**config.mk**
```make
export PLATFORM = sky130hd
export DESIGN_NAME = weight_dump_flat
export DESIGN_NICKNAME = d
export VERILOG_FILES = /design/src/rtl/weight_dump_pkg.sv /design/src/rtl/weight_dump_if.sv /design/src/rtl/weight_dump_uart_tx.sv /design/src/rtl/weight_dump.sv /design/src/flat_wrapper.sv
export SDC_FILE = /design/constraint.sdc
export NUM_CORES = 1
export LEC_CHECK = 0
export ABC_AREA = 1
export CAP_MARGIN = 15
export CORE_ASPECT_RATIO = 0.9
export CORE_MARGIN = 10
export CORE_UTILIZATION = 25
export DETAILED_ROUTE_END_ITERATION = 16
export REMOVE_ABC_BUFFERS = 1
export SYNTH_ARGS = -nofsm -noshare
export SYNTH_HDL_FRONTEND = slang
export SYNTH_HIERARCHICAL = 1
export SYNTH_SLANG_ARGS = --single-unit
```
**constraint.sdc**
```tcl
create_clock -name clk -period 2.25 [get_ports clk]
set_input_delay 0.45 -clock clk [delete_from_list [all_inputs] [get_ports clk]]
set_output_delay 0.45 -clock clk [all_outputs]
set_load 0.02 [all_outputs]
```
**src/rtl/weight_dump_pkg.sv**
```systemverilog
// Shared framing constants for the weight loader / weight dump pair.
// The baud divider derivation is here as well, so both ends compute it the same way.
package weight_dump_pkg;

    localparam logic [7:0] START_BYTE1 = 8'hAA;
    localparam logic [7:0] START_BYTE2 = 8'h55;
    localparam logic [7:0] END_BYTE1   = 8'h55;
    localparam logic [7:0] END_BYTE2   = 8'hAA;

    localparam int BAUD_CNT_W = 14;

    function automatic int clks_per_bit(input int clk_freq, input int baud_rate);
        return clk_freq / baud_rate;
    endfunction

endpackage

```
**src/rtl/weight_dump_if.sv**
```systemverilog
// Control, memory-read and line signals of the weight dump.
// The slave side is the dump itself; the master side is the host/memory environment.
interface weight_dump_if #(
    parameter int ADDR_W = 14
);
    logic              start;
    logic [ADDR_W-1:0] length;
    logic [ADDR_W-1:0] mem_addr;
    logic [7:0]        mem_data;
    logic              tx;
    logic              busy;
    logic              done;

    modport master (output start, length, mem_data, input mem_addr, tx, busy, done);
    modport slave  (input start, length, mem_data, output mem_addr, tx, busy, done);
endinterface

```
**src/rtl/weight_dump_uart_tx.sv**
```systemverilog
// 8N1 UART transmitter. The data byte is latched on start; done is asserted
// combinationally in the last cycle of the stop bit, so the next byte can follow with minimal gap.
module uart_tx
    import weight_dump_pkg::*;
#(
    parameter int CLK_FREQ  = 100_000_000,
    parameter int BAUD_RATE = 115200
) (
    input  logic       clk,
    input  logic       rst_n,
    input  logic [7:0] data,
    input  logic       start,
    output logic       tx,
    output logic       busy,
    output logic       done
);
    localparam int                    CPB      = clks_per_bit(CLK_FREQ, BAUD_RATE);
    localparam logic [BAUD_CNT_W-1:0] CPB_LAST = BAUD_CNT_W'(CPB - 1);

    localparam logic [1:0] S_IDLE  = 2'd0;
    localparam logic [1:0] S_START = 2'd1;
    localparam logic [1:0] S_DATA  = 2'd2;
    localparam logic [1:0] S_STOP  = 2'd3;

    logic [1:0]            state;
    logic [BAUD_CNT_W-1:0] baud_cnt;
    logic [2:0]            bit_idx;
    logic [7:0]            shreg;
    logic                  bit_end;

    assign bit_end = (baud_cnt == CPB_LAST);
    assign busy    = (state != S_IDLE);
    assign done    = (state == S_STOP) && bit_end;

    always_ff @(posedge clk or negedge rst_n) begin
        if (!rst_n) begin
            state    <= S_IDLE;
            baud_cnt <= '0;
            bit_idx  <= '0;
            shreg    <= '0;
            tx       <= 1'b1;
        end else begin
            baud_cnt <= bit_end ? '0 : baud_cnt + 1'b1;
            case (state)
                S_IDLE: begin
                    baud_cnt <= '0;
                    if (start) begin
                        shreg <= data;
                        tx    <= 1'b0;
                        state <= S_START;
                    end
                end
                S_START: if (bit_end) begin
                    // shreg[0] always holds the next bit to put on the line
                    tx      <= shreg[0];
                    shreg   <= {1'b0, shreg[7:1]};
                    bit_idx <= '0;
                    state   <= S_DATA;
                end
                S_DATA: if (bit_end) begin
                    if (bit_idx == 3'd7) begin
                        tx    <= 1'b1;
                        state <= S_STOP;
                    end else begin
                        tx      <= shreg[0];
                        shreg   <= {1'b0, shreg[7:1]};
                        bit_idx <= bit_idx + 1'b1;
                    end
                end
                default: if (bit_end) state <= S_IDLE;
            endcase
        end
    end

endmodule

```
**src/rtl/weight_dump.sv**
```systemverilog
// Frame FSM: sends AA 55, LENGTH bytes read from a sync-read BRAM, then 55 AA.
// Data bytes are sent raw; escaping is left to the protocol user.
module weight_dump
    import weight_dump_pkg::*;
#(
    parameter int CLK_FREQ  = 100_000_000,
    parameter int BAUD_RATE = 115200,
    parameter int ADDR_W    = 14
) (
    input  logic           clk,
    input  logic           rst_n,
    weight_dump_if.slave   bus
);
    localparam logic [3:0] ST_IDLE  = 4'd0;
    localparam logic [3:0] ST_HDR1  = 4'd1;
    localparam logic [3:0] ST_HDR2  = 4'd2;
    localparam logic [3:0] ST_FETCH = 4'd3;
    localparam logic [3:0] ST_WAIT  = 4'd4;
    localparam logic [3:0] ST_SEND  = 4'd5;
    localparam logic [3:0] ST_TRL1  = 4'd6;
    localparam logic [3:0] ST_TRL2  = 4'd7;
    localparam logic [3:0] ST_DONE  = 4'd8;

    logic [3:0]        state;
    logic [ADDR_W-1:0] count;
    logic [ADDR_W-1:0] addr;
    logic              sent;
    logic              is_tx;
    logic              tx_start;
    logic [7:0]        tx_byte;
    logic              tx_busy;
    logic              tx_done;
    logic              byte_done;

    assign is_tx     = (state == ST_HDR1) || (state == ST_HDR2) || (state == ST_SEND) ||
                       (state == ST_TRL1) || (state == ST_TRL2);
    assign tx_start  = is_tx && !sent && !tx_busy;
    assign byte_done = sent && tx_done;

    always_comb begin
        tx_byte = bus.mem_data;
        case (state)
            ST_HDR1: tx_byte = START_BYTE1;
            ST_HDR2: tx_byte = START_BYTE2;
            ST_TRL1: tx_byte = END_BYTE1;
            ST_TRL2: tx_byte = END_BYTE2;
            default: tx_byte = bus.mem_data;
        endcase
    end

    always_ff @(posedge clk or negedge rst_n) begin
        if (!rst_n) begin
            state <= ST_IDLE;
            count <= '0;
            addr  <= '0;
            sent  <= 1'b0;
        end else begin
            if (tx_start)      sent <= 1'b1;
            else if (tx_done)  sent <= 1'b0;

            case (state)
                ST_IDLE: if (bus.start) begin
                    count <= bus.length;
                    addr  <= '0;
                    state <= ST_HDR1;
                end
                ST_HDR1: if (byte_done) state <= ST_HDR2;
                ST_HDR2: if (byte_done) state <= (count == '0) ? ST_TRL1 : ST_FETCH;
                ST_FETCH: state <= ST_WAIT;
                ST_WAIT:  state <= ST_SEND;
                ST_SEND: begin
                    // uart_tx latches mem_data on tx_start; the address stops at the last byte
                    if (tx_start) begin
                        count <= count - 1'b1;
                        if (count != ADDR_W'(1)) addr <= addr + 1'b1;
                    end
                    if (byte_done) state <= (count == '0) ? ST_TRL1 : ST_FETCH;
                end
                ST_TRL1: if (byte_done) state <= ST_TRL2;
                ST_TRL2: if (byte_done) state <= ST_DONE;
                default: state <= ST_IDLE;
            endcase
        end
    end

    assign bus.mem_addr = addr;
    assign bus.busy     = (state != ST_IDLE) && (state != ST_DONE);
    assign bus.done     = (state == ST_DONE);

    uart_tx #(
        .CLK_FREQ  (CLK_FREQ),
        .BAUD_RATE (BAUD_RATE)
    ) u_uart_tx (
        .clk   (clk),
        .rst_n (rst_n),
        .data  (tx_byte),
        .start (tx_start),
        .tx    (bus.tx),
        .busy  (tx_busy),
        .done  (tx_done)
    );

endmodule
```
**src/flat_wrapper.sv**
```systemverilog
// flat-port wrapper written by rule: the top's interface ports become plain ports
module weight_dump_flat import weight_dump_pkg::*;
#(
    parameter int CLK_FREQ  = 100_000_000,
    parameter int BAUD_RATE = 115200,
    parameter int ADDR_W    = 14
)
  (clk, rst_n, bus_start, bus_length, bus_mem_data, bus_mem_addr, bus_tx, bus_busy, bus_done);
  weight_dump_if #(.ADDR_W(ADDR_W)) bus_i ();
  input  logic clk;
  input  logic rst_n;
  input wire logic [$bits(bus_i.start)-1:0] bus_start;
  input wire logic [$bits(bus_i.length)-1:0] bus_length;
  input wire logic [$bits(bus_i.mem_data)-1:0] bus_mem_data;
  output wire logic [$bits(bus_i.mem_addr)-1:0] bus_mem_addr;
  output wire logic [$bits(bus_i.tx)-1:0] bus_tx;
  output wire logic [$bits(bus_i.busy)-1:0] bus_busy;
  output wire logic [$bits(bus_i.done)-1:0] bus_done;
  assign bus_i.start = bus_start;
  assign bus_i.length = bus_length;
  assign bus_i.mem_data = bus_mem_data;
  assign bus_mem_addr = bus_i.mem_addr;
  assign bus_tx = bus_i.tx;
  assign bus_busy = bus_i.busy;
  assign bus_done = bus_i.done;
  weight_dump #(.CLK_FREQ(CLK_FREQ), .BAUD_RATE(BAUD_RATE), .ADDR_W(ADDR_W)) u_core (.clk(clk), .rst_n(rst_n), .bus(bus_i));
endmodule
```
# [After elaboration in Yosys (flattened, before gate mapping)]
# Index checks and enable logic that the tools add are counted.
[totals] reg_bits=61 latch_bits=0 mem_bits_rw=0 romBits=0 wordCells=110 memories=0
[op_classes] add_sub_neg=4 n_mul=0 div=0 magnitude_cmp=0 eq_ne=27 shift=0 muxes=39 n_bitwise=0 n_reduce_logical=31
[ops] cell="two-way mux 14 bit" n=7
[ops] cell="case mux 14 bit (2 select lines)" n=2
[ops] cell="two-way mux 8 bit" n=4
[ops] cell="adder 14 x 1 -> 14 bit, second input constant" n=2
[ops] cell="case mux 4 bit (7 select lines)" n=1
[ops] cell="case mux 8 bit (3 select lines)" n=1
[ops] cell="two-way mux 4 bit" n=5
[ops] cell="equality test 4 x 3 -> 1 bit, second input constant" n=4
[ops] cell="case mux 8 bit (2 select lines)" n=1
[ops] cell="AND reduction 5 bit" n=3
[ops] cell="equality test 14 x 10 -> 1 bit, second input constant" n=1
[ops] cell="logical NOT 14 bit" n=1
[ops] cell="!= test 14 x 1 -> 1 bit, second input constant" n=1
[ops] cell="subtractor 14 x 1 -> 14 bit, second input constant" n=1
[ops] cell="two-way mux 3 bit" n=4
[ops] cell="!= test 2 x 1 -> 1 bit, second input constant" n=6
[ops] cell="!= test 2 bit, second input constant" n=6
[ops] cell="AND reduction 4 bit" n=3
[ops] cell="two-way mux 2 bit" n=5
[ops] cell="nonzero test 2 bit" n=5
[ops] cell="equality test 4 x 2 -> 1 bit, second input constant" n=2
[ops] cell="two-way mux 1 bit" n=6
[ops] cell="case mux 2 bit (3 select lines)" n=1
[ops] cell="case mux 3 bit (2 select lines)" n=1
[ops] cell="other kinds (17)" n=28

# [Depth between registers and ports, before layout]
[depth] ltp_word=9 ltp_mapped=11 depth_no_buf=11

# [Cells and area by module]
# The synthesis kept the hierarchy.
[modules_own_cells] module="weight_dump" n_inst=1 cells_each=379 area_each_um2=2446.1 seq_area_each_um2=825.8
[modules_own_cells] module="uart_tx" n_inst=1 cells_each=193 area_each_um2=1621.6 seq_area_each_um2=701.9

# [Worst setup path after synthesis]
# No wires, ideal clock.
[synth_timing] kind="flip-flop to flip-flop" start="reg u_core.u_uart_tx.state[0]" end="reg u_core.u_uart_tx.shreg[0]" setup_time_ps=117 t_arrival_ps=1664 required_ps=2133 slack_ps=469 path_stages_with_launch=12 period_less_slack_ps=1781 cell_sequence="dfrtp_1 > inv_1 > ha_1 > inv_2 > nor2_1 > nand2_1 > inv_1 > nor2_2 > nor2_4 > nand3_4 > nand2_1 > nand2_1"
[synth_via] elab_chain_cells=5
[synth_rtl] item="start, declared" line="weight_dump_uart_tx.sv:25" source="logic [1:0] state;"
[synth_rtl] item="start signal, assigned" line="weight_dump_uart_tx.sv:37" source="state <= S_IDLE;"
[synth_rtl] item="start signal, assigned" line="weight_dump_uart_tx.sv:50" source="state <= S_START;"
[synth_rtl] item="start signal, assigned" line="weight_dump_uart_tx.sv:58" source="state <= S_DATA;"
[synth_rtl] item="nonzero test 2 bit" line="weight_dump_uart_tx.sv:32" source="assign busy = (state != S_IDLE);"
[synth_rtl] item="via u_core.tx_busy" line="weight_dump.sv:31" source="logic tx_busy;"
[synth_rtl] item="logical NOT 1 bit" line="weight_dump.sv:37" source="assign tx_start = is_tx && !sent && !tx_busy;"
[synth_rtl] item="logical AND 1 bit" line="weight_dump.sv:37"
[synth_rtl] item="via u_core.tx_start" line="weight_dump.sv:29" source="logic tx_start;"
[synth_rtl] item="!= test 2 x 1 -> 1 bit (no line)"
[synth_rtl] item="AND reduction 5 bit (no line)"
[synth_rtl] item="end signal, assigned" line="weight_dump_uart_tx.sv:48" source="shreg <= data;"
[synth_rtl] item="end signal, assigned" line="weight_dump_uart_tx.sv:56" source="shreg <= {1'b0, shreg[7:1]};"
[synth_rtl] item="end signal, assigned" line="weight_dump_uart_tx.sv:66" source="shreg <= {1'b0, shreg[7:1]};"
[synth_rtl] item="end, declared" line="weight_dump_uart_tx.sv:28" source="logic [7:0] shreg;"
# The timed path passes the listed nets, and every way through them passes these cells.
# A chain may end at the register's enable or synchronous reset.

# [Worst setup path in the final report]
[layout_timing] start="reg u_core.state[0]" end="out bus_busy"
[layout_via] elab_chain_cells=2
[layout_rtl] item="start, declared" line="weight_dump.sv:24" source="logic [3:0] state;"
[layout_rtl] item="start signal, assigned" line="weight_dump.sv:68" source="ST_HDR2: if (byte_done) state <= (count == '0) ? ST_TRL1 : ST_FETCH;"
[layout_rtl] item="start signal, assigned" line="weight_dump.sv:77" source="if (byte_done) state <= (count == '0) ? ST_TRL1 : ST_FETCH;"
[layout_rtl] item="!= test 4 bit or nonzero test 4 bit (tied branches)" line="weight_dump.sv:87" source="assign bus.busy = (state != ST_IDLE) && (state != ST_DONE);"
[layout_rtl] item="logical AND 1 bit (*)" line="weight_dump.sv:87"
[layout_rtl] item="end, declared" line="flat_wrapper.sv:17" source="output wire logic [$bits(bus_i.busy)-1:0] bus_busy;"
# Every way passes the cells marked *; elsewhere a longest branch is shown, timed or not.

==> out/summary.md <==
The cell area after layout came out at 4910 sq um. The number of clock sinks seen by CTS was 61. The largest total area in the synthesized netlist belongs to dfrtp_1. Entering global routing, the biggest net connects 62 pins.

The analysis attributes to cell leakage a power of 2.21 nW. The capturing element type of the critical path was an output pin. The final route contains 3607 vias. The first detailed-routing pass ran for 4 iterations. For this design the total switching power over the nets is 0.00243 W.

In this run the count of I/O pins placed on the die edge is 42. The number of fill cells in the layout is 1752. From synthesis to final layout, the design area changed by 20.8%.

Buffers inserted to repair hold after CTS numbered 0. The count of synthesis-stage warnings from yosys is 6, and the final-report max-slew violation count is 0. In the final timing run, aggregate negative setup slack is 0 ns. In the synthesized netlist the dominant register cell turns out to be dfrtp_1. Sorting the synthesized cells by area gives the leading types as dfrtp_1 (37%), nand2_1 (18%), nor2_1 (7.0%). The net switching share of the total power was 43.8%. Measured along the x axis, the die boundary spans 154 um.

The internal power was 0.00313 W; the initial antenna violation count was 0. The final-report hold violation count was 0; the source-to-sink clock delay at the later pin of the worst-skew pair was 0.33 ns. Of the total power, the clock network draws 23.6%.

Share of the cycle needed by the critical path after routing: 96.0%. The tool flagged a number of max-cap violations equal to 0. For this configuration, the core starts out at a cell density of 25.3%. The post-DP HPWL was 7070 um; the placeable core area was 16100 sq um. Netlist area before placement: 4070 sq um. The run gives 0 as the residual overflow from global routing. The die covers 21800 sq um. For this run, the register share of the synthesized area comes to 37.6%.

The count of input and output buffers came out at 41. The overall global routing resource usage was 9.47%; the post-CTS clock slew at the launch and capture registers of the worst setup and hold paths was 0.05 ns. At the worst endpoint, the required time is 1.80 ns. The commonest cells after synthesis are nand2_1 (191), nor2_1 (76), dfrtp_1 (60). The kind of path behind the tightest hold check was in2async.

The slew at the pin with the worst max-slew slack was 0.448 ns; the number of enable flip-flop cells after synthesis was 0. The repair_antennas step left the layout with diodes totalling 0. Counting along the longest clock path gives a buffer depth of 2. The layout net count is 652.

Top cell type's share of synthesized area: 36.9%. For this run, the top clock speed supported by timing is 0.463 GHz. Post-synthesis async set-or-reset flop share: 100%. The tools report the root cell of the clock tree as clkbuf_16.

Once the clock tree was built, the setup fixing pass inserted 0 buffers. Setup repair after global routing left no endpoint under its margin. The worst setup slack after placement is 0.241 ns, and the final clock skew is 0.00768 ns. The run finished with clean final reports.

The tools report the sequential share of power as 30.5%. The flip-flop and latch count after synthesis is 61, and the maximum fanout along the worst path is 7. The standard-cell row count was 44; the final routed wire length divided by cell count was 11.8 um. Startpoint type of the worst setup path: a flop. TritonCTS built the clock tree.

In the routed design, unresolved DRC markers number 0. The via count of the first global-routing pass came out at 3599. The synthesized area per cell is 7.11 sq um, and the worst supply voltage drop on vdd is 0.000444 V. Routability-driven placement finished with a final weighted congestion of 0.830. First-pass GRT wire length: 17300 um. The cell count after synthesis is 572, and the antenna violation net count after detailed routing is 0. Using the TritonRoute via totals, the vias-per-cell ratio works out to 4.36.

The tightest hold path in the finished design has a slack of 0.133 ns. The H-tree was split into 3 levels. The worst setup path is of the reg2out kind. For the finished layout, the period the worst path requires is 2.16 ns. Power spread over the standard cell area amounts to 1130 nW/um^2. Counting the buffers created by CTS gives 9. Measured along the y axis, the die boundary spans 141 um. The run gives 318 as the DRC marker count from the first detailed-route iteration.

The tools report the headroom to the max-slew limit as 70.1%. The distinct cell type count after synthesis is 40, and the register-to-register setup slack is 0.25 ns. In this run, the combinational gates consume 45.9% of the power. The core occupancy in the finished layout was 30.6%; the instance area at placement was 4630 sq um. Of the cells placed in the final design, the portion with a size suffix greater than 1 is 10.2%. For the worst setup path, the data arrival time is 1.71 ns. The worst path meets setup with 0.0895 ns of slack.

Yosys instantiated no cell more often than nand2_1. The setup-violating endpoint count in the final report came out at 0. Summed over all layers, the routed wires come to 9770 um.
placed cells by master (no fill, tap or decap), types with 7 or more instances in the layout:
| cell type | n |
|---|---|
| clkdlybuf4s50_1 | 39 |
| nand4_1 | 14 |
| o21ai_1 | 25 |
| nand2_1 | 191 |
| nor3_1 | 8 |
| inv_1 | 55 |
| ha_1 | 12 |
| nor2_1 | 76 |
| clkbuf_16 | 9 |
| nand3_1 | 27 |
| a21oi_1 | 11 |
| o21ai_0 | 20 |
| nor2_2 | 8 |
| dfrtp_1 | 60 |
| mux2_2 | 7 |
power by group through the flow:
stage	logic (W)	clock network, W	registers (W)
2_1_floorplan	0.00195	0	0.00167
3_3_place_gp	0.00255	0	0.00171
3_5_place_dp	0.00258	0	0.00171
4_1_cts	0.00259	0.00135	0.00170
5_1_grt	0.00296	0.00139	0.00175
6_report	0.00255	0.00131	0.00170
worst max-delay path, stage by stage (launching register included):
cell	delay, ns
dfrtp_1	0.46
nor2_2	0.23
nand2_1	0.13
clkdlybuf4s50_1	0.56
sequential cells by signal (all words and copies together), names as in the netlist:
signal	count
u_core/state	4
u_core/u_uart_tx/state	2
u_core/sent	1
u_core/bus.mem_addr	14
u_core/u_uart_tx/tx	1
u_core/u_uart_tx/baud_cnt	14
u_core/u_uart_tx/shreg	8
u_core/u_uart_tx/bit_idx	3
u_core/count	14
path summary, 6_finish.rpt:
path                                            from                           end  cells after the start
setup / recovery                     u_core/state[0]                      bus_busy                      3
hold / removal                                 rst_n  u_core/u_uart_tx/baud_cnt[6]                      2
setup reg to reg           u_core/u_uart_tx/state[0]     u_core/u_uart_tx/shreg[2]                     11
hold reg to reg            u_core/u_uart_tx/shreg[1]     u_core/u_uart_tx/shreg[1]                      2
max in group asynchronous                      rst_n           u_core/u_uart_tx/tx                      2
min in group clk           u_core/u_uart_tx/shreg[1]     u_core/u_uart_tx/shreg[1]                      2
layout make-up:
type	count	area [sq um]	share of cell area, %
multi-input combinational	439	2170	44.2
sequential	61	1530	31.1
timing repair buffer	45	447	9.09
tap	207	259	5.27
clock buffer	12	256	5.22
inverter	59	226	4.61
clock inverter	4	22.5	0.458
timing repair:
item | CTS | global route
endpoints found under the setup margin | 1 | 0
gates resized for setup | 1 | 0
hold endpoints to repair | 0 | 0
cell families (layout without fill, tap and decap cells):
| kind of cell | count (synthesis) | after routing | synth area share, % |
|---|---|---|---|
| AOI/OAI and AO/OA | 64 | 64 | 8.49 |
| xor gates and xnor gates | 4 | 4 | 0.861 |
| adders and majority gates | 12 | 12 | 3.69 |
| buffers and inverters | 72 | 120 | 9.01 |
| DFF | 61 | 61 | 37.6 |
| muxes | 7 | 7 | 1.94 |
| and+or+nand+nor | 352 | 352 | 38.4 |
routing by layer:
layer	wire [um]	global-route usage, %	share of wire, %
met5	0	0	0
met4	147	4.32	1.5
met3	346	2.13	3.5
met2	4340	14.6	44
met1	4940	12.3	51
through the flow:
step | std cells | total power, W
final | 827 | 0.00556
after global routing | 827 | 0.00610
after CTS | 827 | 0.00564
after detailed placement | 811 | 0.00429
after global placement | 811 | 0.00426
after floorplan | 559 | 0.00361
Power figures use the tool's default switching activity.
